**src/rtl/counter_io_latch.sv**
```systemverilog
// Purpose: per-counter 8254 bus stage - control word decode, count register writes, output latch and reads.
// Latency: cr_load/cr_value and data_out/data_oe appear one clk after the wr/rd strobe cycle.
// Backpressure: none; the CPU bus strobes are single-cycle and always accepted.
module counter_io_latch #(
  parameter int COUNTER_ID = 0
) (
  input  logic        clk,
  input  logic        rst,
  input  logic [3:0]  enable,
  input  logic        wr,
  input  logic        rd,
  input  logic [7:0]  data_in,
  input  logic [15:0] count_value,
  input  logic        ce_loaded,
  output logic [7:0]  data_out,
  output logic        data_oe,
  output logic [15:0] cr_value,
  output logic        cr_load,
  output logic [2:0]  mode,
  output logic        bcd,
  output logic [1:0]  rw_mode,
  output logic        null_count
);

  localparam logic [1:0] L_SC = 2'(COUNTER_ID);

  logic [7:0]  r_data_out;
  logic        r_data_oe;
  logic [15:0] r_cr_value;
  logic        r_cr_load;
  logic [2:0]  r_mode;
  logic        r_bcd;
  logic [1:0]  r_rw_mode;
  logic        r_null_count;
  logic        r_wr_ptr;
  logic        r_rd_ptr;
  logic [15:0] r_ol;
  logic        r_ol_full;

  logic        w_sel;
  logic        w_cw_hit;
  logic        w_latch_cmd;
  logic        w_program;
  logic        w_cnt_wr;
  logic        w_cnt_rd;
  logic [2:0]  w_norm_mode;
  logic [15:0] w_src;
  logic [7:0]  w_rd_byte;
  logic        w_rd_ptr_nxt;
  logic        w_rd_last;
  logic [15:0] w_cr_nxt;
  logic        w_wr_ptr_nxt;
  logic        w_wr_done;

  // Bus decode. Control words aimed at another counter (including read-back, SC=11) never hit.
  assign w_sel       = enable[COUNTER_ID];
  assign w_cw_hit    = enable[3] & wr & (data_in[7:6] == L_SC);
  assign w_latch_cmd = w_cw_hit & (data_in[5:4] == 2'b00);
  assign w_program   = w_cw_hit & (data_in[5:4] != 2'b00);
  assign w_cnt_wr    = w_sel & wr & ~enable[3];
  // A write in the same cycle suppresses any read.
  assign w_cnt_rd    = w_sel & rd & ~wr;
  // Modes 6 and 7 are aliases of 2 and 3.
  assign w_norm_mode = {data_in[3] & ~data_in[2], data_in[2:1]};
  assign w_src       = r_ol_full ? r_ol : count_value;

  // Read byte selection and read-pointer sequencing for the current rw_mode.
  always_comb begin
    w_rd_byte    = 8'h00;
    w_rd_ptr_nxt = r_rd_ptr;
    w_rd_last    = 1'b0;
    case (r_rw_mode)
      2'b01: begin
        w_rd_byte = w_src[7:0];
        w_rd_last = 1'b1;
      end
      2'b10: begin
        w_rd_byte = w_src[15:8];
        w_rd_last = 1'b1;
      end
      2'b11: begin
        if (!r_rd_ptr) begin
          w_rd_byte    = w_src[7:0];
          w_rd_ptr_nxt = 1'b1;
        end else begin
          w_rd_byte    = w_src[15:8];
          w_rd_ptr_nxt = 1'b0;
          w_rd_last    = 1'b1;
        end
      end
      default: ;
    endcase
  end

  // Count register assembly and write-pointer sequencing for the current rw_mode.
  always_comb begin
    w_cr_nxt     = r_cr_value;
    w_wr_ptr_nxt = r_wr_ptr;
    w_wr_done    = 1'b0;
    case (r_rw_mode)
      2'b01: begin
        w_cr_nxt  = {8'h00, data_in};
        w_wr_done = 1'b1;
      end
      2'b10: begin
        w_cr_nxt  = {data_in, 8'h00};
        w_wr_done = 1'b1;
      end
      2'b11: begin
        if (!r_wr_ptr) begin
          w_cr_nxt[7:0] = data_in;
          w_wr_ptr_nxt  = 1'b1;
        end else begin
          w_cr_nxt[15:8] = data_in;
          w_wr_ptr_nxt   = 1'b0;
          w_wr_done      = 1'b1;
        end
      end
      default: ;
    endcase
  end

  // All register state; reset aborts any partial byte sequence.
  always_ff @(posedge clk) begin
    if (rst) begin
      r_data_out   <= 8'h00;
      r_data_oe    <= 1'b0;
      r_cr_value   <= 16'h0000;
      r_cr_load    <= 1'b0;
      r_mode       <= 3'b000;
      r_bcd        <= 1'b0;
      r_rw_mode    <= 2'b00;
      r_null_count <= 1'b0;
      r_wr_ptr     <= 1'b0;
      r_rd_ptr     <= 1'b0;
      r_ol         <= 16'h0000;
      r_ol_full    <= 1'b0;
    end else begin
      r_cr_load <= 1'b0;
      r_data_oe <= 1'b0;
      // A second latch command while full keeps the first snapshot.
      if (w_latch_cmd && !r_ol_full) begin
        r_ol      <= count_value;
        r_ol_full <= 1'b1;
      end
      if (w_program) begin
        r_rw_mode <= data_in[5:4];
        r_mode    <= w_norm_mode;
        r_bcd     <= data_in[0];
        r_wr_ptr  <= 1'b0;
        r_rd_ptr  <= 1'b0;
        r_ol_full <= 1'b0;
      end
      if (w_cnt_wr) begin
        r_cr_value <= w_cr_nxt;
        r_wr_ptr   <= w_wr_ptr_nxt;
        r_cr_load  <= w_wr_done;
      end
      if (w_cnt_rd) begin
        r_data_out <= w_rd_byte;
        r_data_oe  <= 1'b1;
        r_rd_ptr   <= w_rd_ptr_nxt;
        if (w_rd_last) begin
          r_ol_full <= 1'b0;
        end
      end
      // Setting null_count wins over a coincident ce_loaded.
      if (w_program || (w_cnt_wr && w_wr_done)) begin
        r_null_count <= 1'b1;
      end else if (ce_loaded) begin
        r_null_count <= 1'b0;
      end
    end
  end

  assign data_out   = r_data_out;
  assign data_oe    = r_data_oe;
  assign cr_value   = r_cr_value;
  assign cr_load    = r_cr_load;
  assign mode       = r_mode;
  assign bcd        = r_bcd;
  assign rw_mode    = r_rw_mode;
  assign null_count = r_null_count;

endmodule

```
**config.mk**
```make
export PLATFORM = sky130hd
export DESIGN_NAME = counter_io_latch
export DESIGN_NICKNAME = d
export VERILOG_FILES = /design/src/rtl/counter_io_latch.sv
export SDC_FILE = /design/constraint.sdc
export NUM_CORES = 1
export LEC_CHECK = 0
export BUFFER_PORTS_ARGS = -buffer_cell sky130_fd_sc_hd__buf_2
export CORE_MARGIN = 4
export CORE_UTILIZATION = 40
export DETAILED_ROUTE_END_ITERATION = 6
export PLACE_DENSITY = 0.74
export SYNTH_ARGS = -nofsm -noshare
export SYNTH_HDL_FRONTEND = slang
export SYNTH_SLANG_ARGS = --single-unit
```
**constraint.sdc**
```tcl
create_clock -name clk -period 2.1 [get_ports clk]
set_input_delay 0.105 -clock clk [delete_from_list [all_inputs] [get_ports clk]]
set_output_delay 0.105 -clock clk [all_outputs]
set_load 0.02 [all_outputs]
```
# [Word level (Yosys, flattened, before mapping)]
# Index checks and enable logic that the tools add are counted.
[word_totals] wordCells=74 regBits=52 out_inout_bits=33 inputBits=33
[classes] reduce_logical=17 n_eq_ne=7 bitwise_logic=13 mux=24
[op_table] cell="16-bit one-hot mux with 3 select lines" count=1
[op_table] cell="8-bit two-way mux" count=3
[op_table] cell="8-bit one-hot mux with 3 select lines" count=1
[op_table] cell="1-bit two-way mux" count=16
[op_table] cell="16-bit two-way mux" count=1
[op_table] cell="1-bit AND" count=9
[op_table] cell="2-bit nonzero test" count=4
[op_table] cell="3-bit AND reduction" count=2
[op_table] cell="2-bit equality test (second input constant)" count=2
[op_table] cell="2-bit logical NOT" count=2
[op_table] cell="2-bit by 1-bit != test with 1-bit output (second input constant)" count=2
[op_table] cell="2-bit != test (second input constant)" count=2
[op_table] cell="1-bit NOT" count=4
[op_table] cell="1-bit one-hot mux with 2 select lines" count=2
[op_table] cell="2-bit AND reduction" count=2
[op_table] cell="2-bit OR reduction" count=2
[op_table] cell="3-bit nonzero test" count=1
[op_table] cell="2-bit by 1-bit equality test with 1-bit output (second input constant)" count=1
[op_table] cell="1-bit logical AND" count=2
[op_table] cell="1-bit logical NOT" count=1
[op_table] cell="1-bit logical OR" count=1

# [Depth between registers and ports, before layout]
# Gate-level depths: netlist (run 1).
[depth] word_depth=8 ltp_mapped=6

# [Least setup slack after synthesis (run 1)]
# No wires, ideal clock.
[synth_path] path_kind="register to register" startpoint="register r_rw_mode[0] (netlist: rw_mode[0])" endpoint="register r_cr_value[11] (netlist: cr_value[11])" arrival_time_ps=1444 path_buffers=1 period_less_slack_ps=1577 path_stages_with_launch=7 setup_slack_ps=523 path_cell_list="dfxtp_1 > inv_1 > ha_1 > or2_2 > buf_1 > nand3_1 > a21oi_1"
[synth_via] elab_chain_cells=3 word_cells_on_any_way=7 cone_classes="4 x eq/ne; 1 x mux; 2 x reduce/logical"
[synth_lines] item="from (decl)" line="33" text="logic [1:0] r_rw_mode;"
[synth_lines] item="from (signal assigned)" line="147" text="r_rw_mode <= data_in[5:4];"
[synth_lines] item="2-bit equality test or 2-bit by 1-bit equality test with 1-bit output (tied branches)" line="100" text="case (r_rw_mode)"
[synth_lines] item="2-bit != test (no line) or 3-bit nonzero test (tied branches)"
[synth_lines] item="3-bit AND reduction (no line)"
[synth_lines] item="to (signal assigned)" line="155" text="r_cr_value <= w_cr_nxt;"
[synth_lines] item="to (decl)" line="29" text="logic [15:0] r_cr_value;"
# Parallel ways exist; a longest one is shown, timed or not.
# A chain may end at the register's enable or synchronous reset.

# [Worst setup path in the final report (run 1)]
[layout_path] startpoint="register r_rw_mode[0] (netlist: rw_mode[0])" endpoint="register r_cr_value[13] (netlist: cr_value[13])"
# Same word-level chain as after synthesis.

==> flow_summary_export.csv, run 1 <==
group,metric,value,unit
outcome,status,"finished, final reports clean",
die,die_area,7030,um2
timing,rsz0062_at_grt,"no",
routing,vias,2014,
placement,gp_congestion,0.825,
placement,numPortBuffers,63,
clock_network,clock_path_buffers,2,
synthesis,synth.distinct_cells,36,
cells_and_area,final_nets,356,
synthesis,yosysSeqAreaShare,45.2,%
routing,drtIter0Drc,143,
grt,grt_usage,15.5,%
critical_path,slowest_delay,0.43,ns
routing,totalWireLength,5490,um
cells_and_area,final_cell_mix,"63 x buf_2, 52 x dfxtp_1, 37 x nand2_1",
timing,clock-skew-final,0.00712,ns
power_and_ir_drop,p_per_area,627,nW/um2
cells_and_area,layout_commonest_cell,"buf_2",
power_and_ir_drop,leakage,0.00107,uW
grt,grt_pass1_wl,9140,um
synthesis,syn_area_per_cell,8.96,um2
placement,dp.cells,383,
die,core_area,5540,um2
grt,antenna_found_initial,0,
synthesis,synth_area,2300,um2
critical_path,critPathBufInv,1,
clock_network,cts_setup_buffers,0,
clock_network,clk_latency,0.30,ns
critical_path,endpoint_kind,"register",
timing,fin_setup_tns,0,ns
critical_path,crit_required,2.33,ns
timing,drv_slew,0,
critical_path,path_class,"register to register",
timing,worst_pin_slew,0.709,ns
clock_network,clock-root-buffer,"clkbuf_8",
die,dieHeight,83.9,um
clock_network,clkTransAtPathRegs,0.09,ns
routing,dr.pass1.iters,4,
cells_and_area,fillers,523,
timing,maxSlewHeadroom,52.2,%
timing,min_period,1.67,ns
clock_network,cts_tree,"built",
grt,first_global_vias,1959,
clock_network,hold_buffers,0,
synthesis,syn_nets,295,
timing,fin_ws,0.429,ns
cells_and_area,final_cells,391,
clock_network,clock-sinks,52,
die,std_cell_rows,27,
routing,drtAntennaViolNets,0,
power_and_ir_drop,vdd_ir_drop_max,0.291,mV
critical_path,worstPathArrival,1.90,ns
die,initial_utilization,41.6,%
routing,viasPerCell,5.15,
synthesis,synth_cells,257,
worst_hold_path,hold_path.class,"primary input to register",
clock_network,cts-buffers-inserted,5,
routing,avgRoutedWirePerCell,14.1,um
synthesis,yosys_warnings,0,
cells_and_area,drive_above_1_share,26.6,%
critical_path,worstSetupStartpointType,"register",
critical_path,cp_cell_sequence,"inv_1 -> ha_1 -> nor2b_1 -> o21a_2 -> nand3_1 -> a21oi_1",
run,cap_violations,0,
synthesis,yosys.area.top_type,"dfxtp_1",
synthesis,synthTopCellsByArea,"dfxtp_1 45%, a21oi_1 7.0%, mux2i_1 7.0%",
placement,place_ws,0.432,ns
timing,period_share,79.6,%
cells_and_area,diodes,0,
critical_path,crit_slowest_cell,"dfxtp_1",
die,die_x,83.9,um
clock_network,htree_num_levels,2,
timing,max_freq,599,MHz
grt,grt_max_degree,29,
cells_and_area,area_growth,18.6,%
routing,drc,0,
grt,grt-ovfl-total,0,
clock_network,cts_resized,0,
critical_path,path_delay_family,"flip-flops",
critical_path,critPathMaxFanout,8,
timing,hold_viol,0,
die,ios,66,
placement,dp_hpwl,3990,um
synthesis,synth-seq-cells,52,
synthesis,synth_top_area_share,45.2,%
timing,setup_viol,0,
-- layout make-up --
type                    count  area, um2  area share (%)
multi-input cells         189       1150            42.2
inverters                   3       11.3           0.412
flip-flops and latches     52       1040            38.1
repair buffers             67        345            12.6
clock buffers               8       90.1            3.30
well taps                  72       90.1            3.30
-- cell families (layout without fill, tap and decap cells) --
family	after synthesis	count (layout)	synth area share, %
AOI/OAI and AO/OA	65	65	16.8
and+or+nand+nor	102	102	23.2
xor gates and xnor gates	1	1	0.381
adders and majority gates	5	5	2.72
buffers and inverters	16	78	4.73
DFF	52	52	45.2
muxes	16	16	6.96
-- flip-flops by register name, indices dropped and copies added (netlist names), 2 cells and up --
register and count:
mode 3, rw_mode 2, data_out 8, r_ol 16, cr_value 16
-- synth_stat cells (all sizes together) --
cell / n
and3b: 1
nor4: 1
and2: 1
inv: 3
a22o: 8
a21oi: 34
nand3: 32
xnor2: 1
nand3b: 2
o211ai: 1
clkbuf: 2
nor3: 5
and2b: 1
o22ai: 8
or2: 2
nor2b: 1
and4bb: 1
nor2: 8
nand2: 38
a31oi: 1
o21a: 2
buf: 11
ha: 5
dfxtp: 52
nand2b: 9
o21ai: 11
mux2i: 16
-- metrics by stage --
step	hold slack [ns]	instance area (um2)	total power, uW	utilization [%]
after detailed placement	0.363	2640	1160	47.7
after global routing	0.0634	2730	1780	49.3
after floorplan	0.235	2300	1100	-
after global placement	0.362	2640	1160	47.7
final	0.0543	2730	1710	49.3
after CTS	0.0460	2730	1730	49.3
-- tightest hold or removal path: stages --
cell	delay [ns]
buf_2	0.10
nand3_1	0.06
o21ai_0	0.06
-- path summary, 6_finish.rpt --
kind                      startpoint                        end  slack, ns  cells after the start
max reg2reg  rw_mode[0]$_SDFFE_PP0P_  cr_value[13]$_SDFFE_PP0P_       0.43                      6
min                       data_in[7]   cr_value[7]$_SDFFE_PP0P_       0.05                      3
max          rw_mode[0]$_SDFFE_PP0P_  cr_value[13]$_SDFFE_PP0P_       0.43                      6
min reg2reg     mode[0]$_SDFFE_PP0P_       mode[0]$_SDFFE_PP0P_       0.45                      2
-- power breakdown --
group	internal [uW]	total (uW)	switching, uW
registers	992	995	3.55
clock network	269	569	300
logic	56.1	147	90.8
total	1320	1710	394
-- layer usage --
metal	track usage, %	vias to the layer above	wire (um)
li1	-	1027	-
met1	20.2	933	2560
met2	25.1	46	2570
met3	3.85	8	275
met4	4.68	0	85
met5	0	-	0
Power figures use the tool's default switching activity.
==> run 2: changes to the inputs <==
Clock period 2.1 ns to 1.59 ns, I/O delays scaled along.
==> run 2 against run 1 <==
  * Total power rose by 60%
  * Cell count rose by 1.0%
  * Sequential share of layout area fell by 1.9 points
  * Critical endpoint unchanged
  * Highest routed layer unchanged
==> flow_summary_export.csv, run 2 (synthesized netlist as in run 1, its figures left out) <==
group,metric,value,unit
placement,dp.cells,387,
timing,clock-skew-final,0.00543,ns
timing,setup_viol,0,
clock_network,cts-buffers-inserted,5,
outcome,status,"finished, final reports clean",
placement,gp_congestion,0.815,
timing,drv_slew,0,
routing,drtAntennaViolNets,0,
routing,vias,2066,
die,die_area,7030,um2
die,initial_utilization,41.6,%
critical_path,path_class,"register to register",
timing,min_period,1.48,ns
timing,max_freq,674,MHz
timing,period_share,93.2,%
clock_network,clk_latency,0.30,ns
routing,drt-met1-wl,2590,um
clock_network,cts_setup_buffers,0,
critical_path,endpoint_kind,"register",
cells_and_area,area_growth,25.1,%
cells_and_area,final_nets,360,
timing,rsz0062_at_grt,"no",
routing,totalWireLength,5680,um
clock_network,clock_path_buffers,2,
cells_and_area,final_cell_mix,"63 x buf_2, 50 x dfxtp_1, 37 x nand2_1",
placement,dp_hpwl,4070,um
cells_and_area,drive_above_1_share,29.4,%
power_and_ir_drop,vdd_ir_drop_max,0.527,mV
timing,hold_viol,0,
timing,maxSlewHeadroom,49.2,%
routing,wl_met3,360,um
run,cap_violations,0,
critical_path,crit_slowest_cell,"dfxtp_2",
clock_network,htree_num_levels,2,
cells_and_area,final_cells,395,
routing,top_layer,"met4",
cells_and_area,layout_commonest_cell,"buf_2",
routing,drtIter0Drc,176,
critical_path,worstSetupStartpointType,"register",
die,ios,66,
clock_network,clock-sinks,52,
die,std_cell_rows,27,
clock_network,clkTransAtPathRegs,0.09,ns
critical_path,cp-startpoint,"rw_mode[1]$_SDFFE_PP0P_",
critical_path,r2r_start,"rw_mode[1]$_SDFFE_PP0P_",
die,die_x,83.9,um
critical_path,crit_required,1.82,ns
clock_network,clock-root-buffer,"clkbuf_8",
placement,numPortBuffers,63,
routing,dr.pass1.iters,4,
grt,first_global_vias,2019,
cells_and_area,diodes,0,
routing,drc,0,
grt,antenna_found_initial,0,
critical_path,cp_cell_sequence,"inv_1 -> ha_1 -> nor2b_4 -> o21a_4 -> nand3_1 -> a21oi_1",
timing,worst_pin_slew,0.755,ns
grt,grt-ovfl-total,0,
worst_hold_path,hp-start,"count_value[10]",
grt,grt_max_degree,20,
worst_hold_path,hold_path.class,"primary input to register",
grt,grt_pass1_wl,9530,um
power_and_ir_drop,p_per_area,949,nW/um2
routing,viasPerCell,5.23,
power_and_ir_drop,leakage,0.00113,uW
die,core_area,5540,um2
routing,avgRoutedWirePerCell,14.4,um
die,dieHeight,83.9,um
routing,wl_met2,2630,um
critical_path,worstPathArrival,1.72,ns
critical_path,critPathMaxFanout,8,
grt,grt_usage,16.3,%
critical_path,slowest_delay,0.38,ns
cells_and_area,post-route-util,52.0,%
timing,fin_setup_tns,0,ns
clock_network,cts_tree,"built",
timing,holdWs,0.0314,ns
## run 2: changes by cell type in the layout (fill, tap and decap cells not counted), sizes merged
cell / previous run / this run
clkbuf: 8 / 5
buf: 67 / 71
bufinv: 0 / 3
## run 2: routing by layer
| metal | global-route usage [%] | up-vias |
|---|---|---|
| li1 | - | 1034 |
| met1 | 21.7 | 955 |
| met2 | 26.1 | 69 |
| met3 | 3.75 | 8 |
| met4 | 5.56 | 0 |
| met5 | 0 | - |
## run 2: what timing repair did
item	in CTS	in global routing
pin swaps	1	0
resized for setup	5	2
endpoints found under the setup margin	4	13
hold buffers	0	0
endpoints found under the hold margin	0	0
## run 2: worst max-delay path, delay by kind of cell, from the launching register on
kind	cells	cell delay (ns)
AO/OA/AOI/OAI	2	0.36
adder cells (fa/ha/maj)	1	0.31
buffers and inverters	1	0.09
flip-flops	1	0.38
AND/OR/NAND/NOR	2	0.27
## run 2: layout make-up
cell class,instances,area [um2]
clock buffer,5,68.8
inverter,3,11.3
sequential,52,1040
clock inverter,3,90.1
multi-input combinational,189,1180
fill,526,2660
tap,72,90.1
timing repair buffer,71,400
## run 2: report_power, final
part	switching, uW	internal [uW]
logic	124	81.4
clock network	426	786
registers	5.18	1310
## run 2: through the flow
stage / setup WS, ns / cell area (um2) / power, uW
6_report: 0.107 / 2880 / 2730
5_1_grt: 0.00399 / 2880 / 2830
4_1_cts: 0.00791 / 2870 / 2750
3_5_place_dp: 0.00205 / 2700 / 1540
3_3_place_gp: 0.0617 / 2700 / 1540
2_1_floorplan: 0.0133 / 2300 / 1460
## run 2: worst paths after layout
check,endpoint,slack [ns],cells after the start
worst max-delay path,cr_value[13]$_SDFFE_PP0P_,0.11,6
worst min register to register,bcd$_SDFFE_PP0P_,0.46,2
worst min-delay path,r_ol[10]$_SDFFE_PP0P_,0.03,3
worst max register to register,cr_value[13]$_SDFFE_PP0P_,0.11,6
==> run 3: changes to the inputs <==
Settings changed: CORE_UTILIZATION 40 to 51, PLACE_DENSITY 0.74 to 0.89.
==> run 3 against run 2 <==
  * First-iteration DRC count down 15%
  * Final area decreased by 2.2%
  * Combinational power hardly changed
  * Register-to-register slack got worse by 0.03 ns
  * Sequential share of layout area up 0.82 points
  * Non-clock buffer count fell by 1
  * Critical path depth unchanged
==> flow_summary_export.csv, run 3 (synthesized netlist as in run 1, its figures left out) <==
group,metric,value,unit
outcome,status,"finished, final reports clean",
routing,vias,2095,
critical_path,worstPathArrival,1.71,ns
critical_path,r2r_end,"data_out[3]$_SDFFE_PP0P_",
cells_and_area,diodes,0,
clock_network,cts_setup_buffers,0,
grt,antenna_found_initial,0,
clock_network,clock-sinks,52,
grt,grt_max_degree,27,
die,ios,66,
cells_and_area,final_cell_mix,"63 x buf_2, 50 x dfxtp_1, 37 x nand2_1",
grt,grt_pass1_wl,8950,um
die,std_cell_rows,24,
placement,dp_hpwl,3990,um
routing,dr.pass1.iters,4,
power_and_ir_drop,leakage,0.00110,uW
timing,hold_viol,0,
critical_path,endpoint_kind,"register",
clock_network,clkTransAtPathRegs,0.09,ns
timing,maxSlewHeadroom,55.5,%
die,die_x,75.2,um
grt,first_global_vias,1919,
die,dieHeight,75.2,um
clock_network,cts_tree,"built",
timing,setup_viol,0,
clock_network,hold_buffers,0,
critical_path,cp_cell_sequence,"inv_1 -> ha_1 -> a21oi_2 -> buf_4 -> o22ai_1 -> a22o_1",
critical_path,crit_required,1.79,ns
die,core_area,4350,um2
clock_network,clock-root-buffer,"clkbuf_8",
routing,avgRoutedWirePerCell,15.3,um
critical_path,r2r_start,"rw_mode[0]$_SDFFE_PP0P_",
grt,grt_usage,20.6,%
cells_and_area,drive_above_1_share,29.2,%
critical_path,slowest_delay,0.38,ns
cells_and_area,post-route-util,64.7,%
timing,period_share,95.3,%
timing,fin_ws,0.0746,ns
critical_path,r2r_cells,6,
power_and_ir_drop,p_per_area,854,nW/um2
clock_network,clock_path_buffers,2,
timing,drv_slew,0,
worst_hold_path,hp-start,"count_value[14]",
critical_path,worstSetupStartpointType,"register",
timing,clock-skew-final,0.00846,ns
critical_path,critPathMaxFanout,8,
critical_path,rrSetupSlack,0.07,ns
run,cap_violations,0,
timing,rsz0062_at_grt,"no",
timing,min_period,1.52,ns
placement,place_ws,-0.0245,ns
worst_hold_path,hold_end,"r_ol[14]$_SDFFE_PP0P_",
clock_network,clk_latency,0.30,ns
cells_and_area,area_growth,22.3,%
placement,numPortBuffers,63,
die,initial_utilization,52.9,%
routing,drtIter0Drc,149,
cells_and_area,layout_commonest_cell,"buf_2",
grt,grt-ovfl-total,0,
routing,totalWireLength,5730,um
power_and_ir_drop,vdd_ir_drop_max,0.389,mV
worst_hold_path,hold_depth,3,
routing,drtAntennaViolNets,0,
clock_network,htree_num_levels,2,
timing,worst_pin_slew,0.660,ns
critical_path,crit_slowest_cell,"dfxtp_2",
die,die_area,5650,um2
cells_and_area,final_nets,359,
timing,max_freq,660,MHz
routing,drc,0,
routing,viasPerCell,5.60,
placement,gp_congestion,0.780,
critical_path,path_class,"register to register",
clock_network,cts-buffers-inserted,5,
worst_hold_path,hold_path.class,"primary input to register",
## run 3: changes by cell type in the layout (fill, tap and decap cells not counted), sizes merged
cell / previous run / this run
clkinv: 0 / 1
buf: 71 / 70
clkbuf: 5 / 6
bufinv: 3 / 1
## run 3: critical path: cells and delay by family (launching register included)
kind	cells	cell delay (ns)
AOI/OAI and AO/OA	3	0.46
DFF	1	0.38
buffers and inverters	2	0.29
adders and majority gates	1	0.28
## run 3: power by group
part	switching [uW]	leakage [uW]	internal (uW)	total, uW
clock network	416	0.0000552	467	883
registers	5.41	0.000420	1310	1320
logic	124	0.000627	82.3	206
## run 3: per-layer routing
| metal | GRT usage, % | up-vias | wire length, um |
|---|---|---|---|
| li1 | - | 1036 | - |
| met1 | 26.9 | 980 | 2480 |
| met2 | 32.7 | 72 | 2760 |
| met3 | 6.01 | 7 | 411 |
| met4 | 6.80 | 0 | 78 |
| met5 | 0 | - | 0 |
## run 3: how the worst max path moves through the flow
stage,start,slack (ns),endpoint
6_report,rw_mode[0]$_SDFFE_PP0P_,0.07,data_out[3]$_SDFFE_PP0P_
3_5_place_dp,rw_mode[0]$_SDFFE_PP0P_,-0.02,cr_value[10]$_SDFFE_PP0P_
2_1_floorplan,rw_mode[0]$_SDFFE_PP0P_,0.01,cr_value[11]$_SDFFE_PP0P_
5_1_grt,rw_mode[0]$_SDFFE_PP0P_,0.01,data_out[3]$_SDFFE_PP0P_
4_1_cts,rw_mode[0]$_SDFFE_PP0P_,0.009,cr_value[11]$_SDFFE_PP0P_
3_3_place_gp,rw_mode[0]$_SDFFE_PP0P_,0.08,cr_value[12]$_SDFFE_PP0P_
## run 3: layout make-up
| cell class | count | area, um2 |
|---|---|---|
| timing repair buffer | 70 | 393 |
| inverter | 3 | 11.3 |
| sequential | 52 | 1040 |
| clock inverter | 2 | 35.0 |
| fill | 341 | 1540 |
| clock buffer | 6 | 72.6 |
| multi-input combinational | 189 | 1200 |
| tap | 52 | 65.1 |
## run 3: metrics by stage
step,hold slack (ns),cell area (um2),setup TNS [ns],total power [uW],std cells
global route,0.0286,2820,0,2490,374
finish,0.0333,2820,0,2410,374
CTS,0.0268,2780,0,2420,374
detailed placement,0.345,2660,-0.0532,1540,366
floorplan,0.210,2300,0,1460,257
global placement,0.326,2660,0,1540,366
## run 3: timing repair
action,4_1_cts,5_1_grt
resized for setup,4,5
cloned,0,0
setup endpoints to repair,8,13
hold endpoints to repair,0,0
pin swaps,1,0
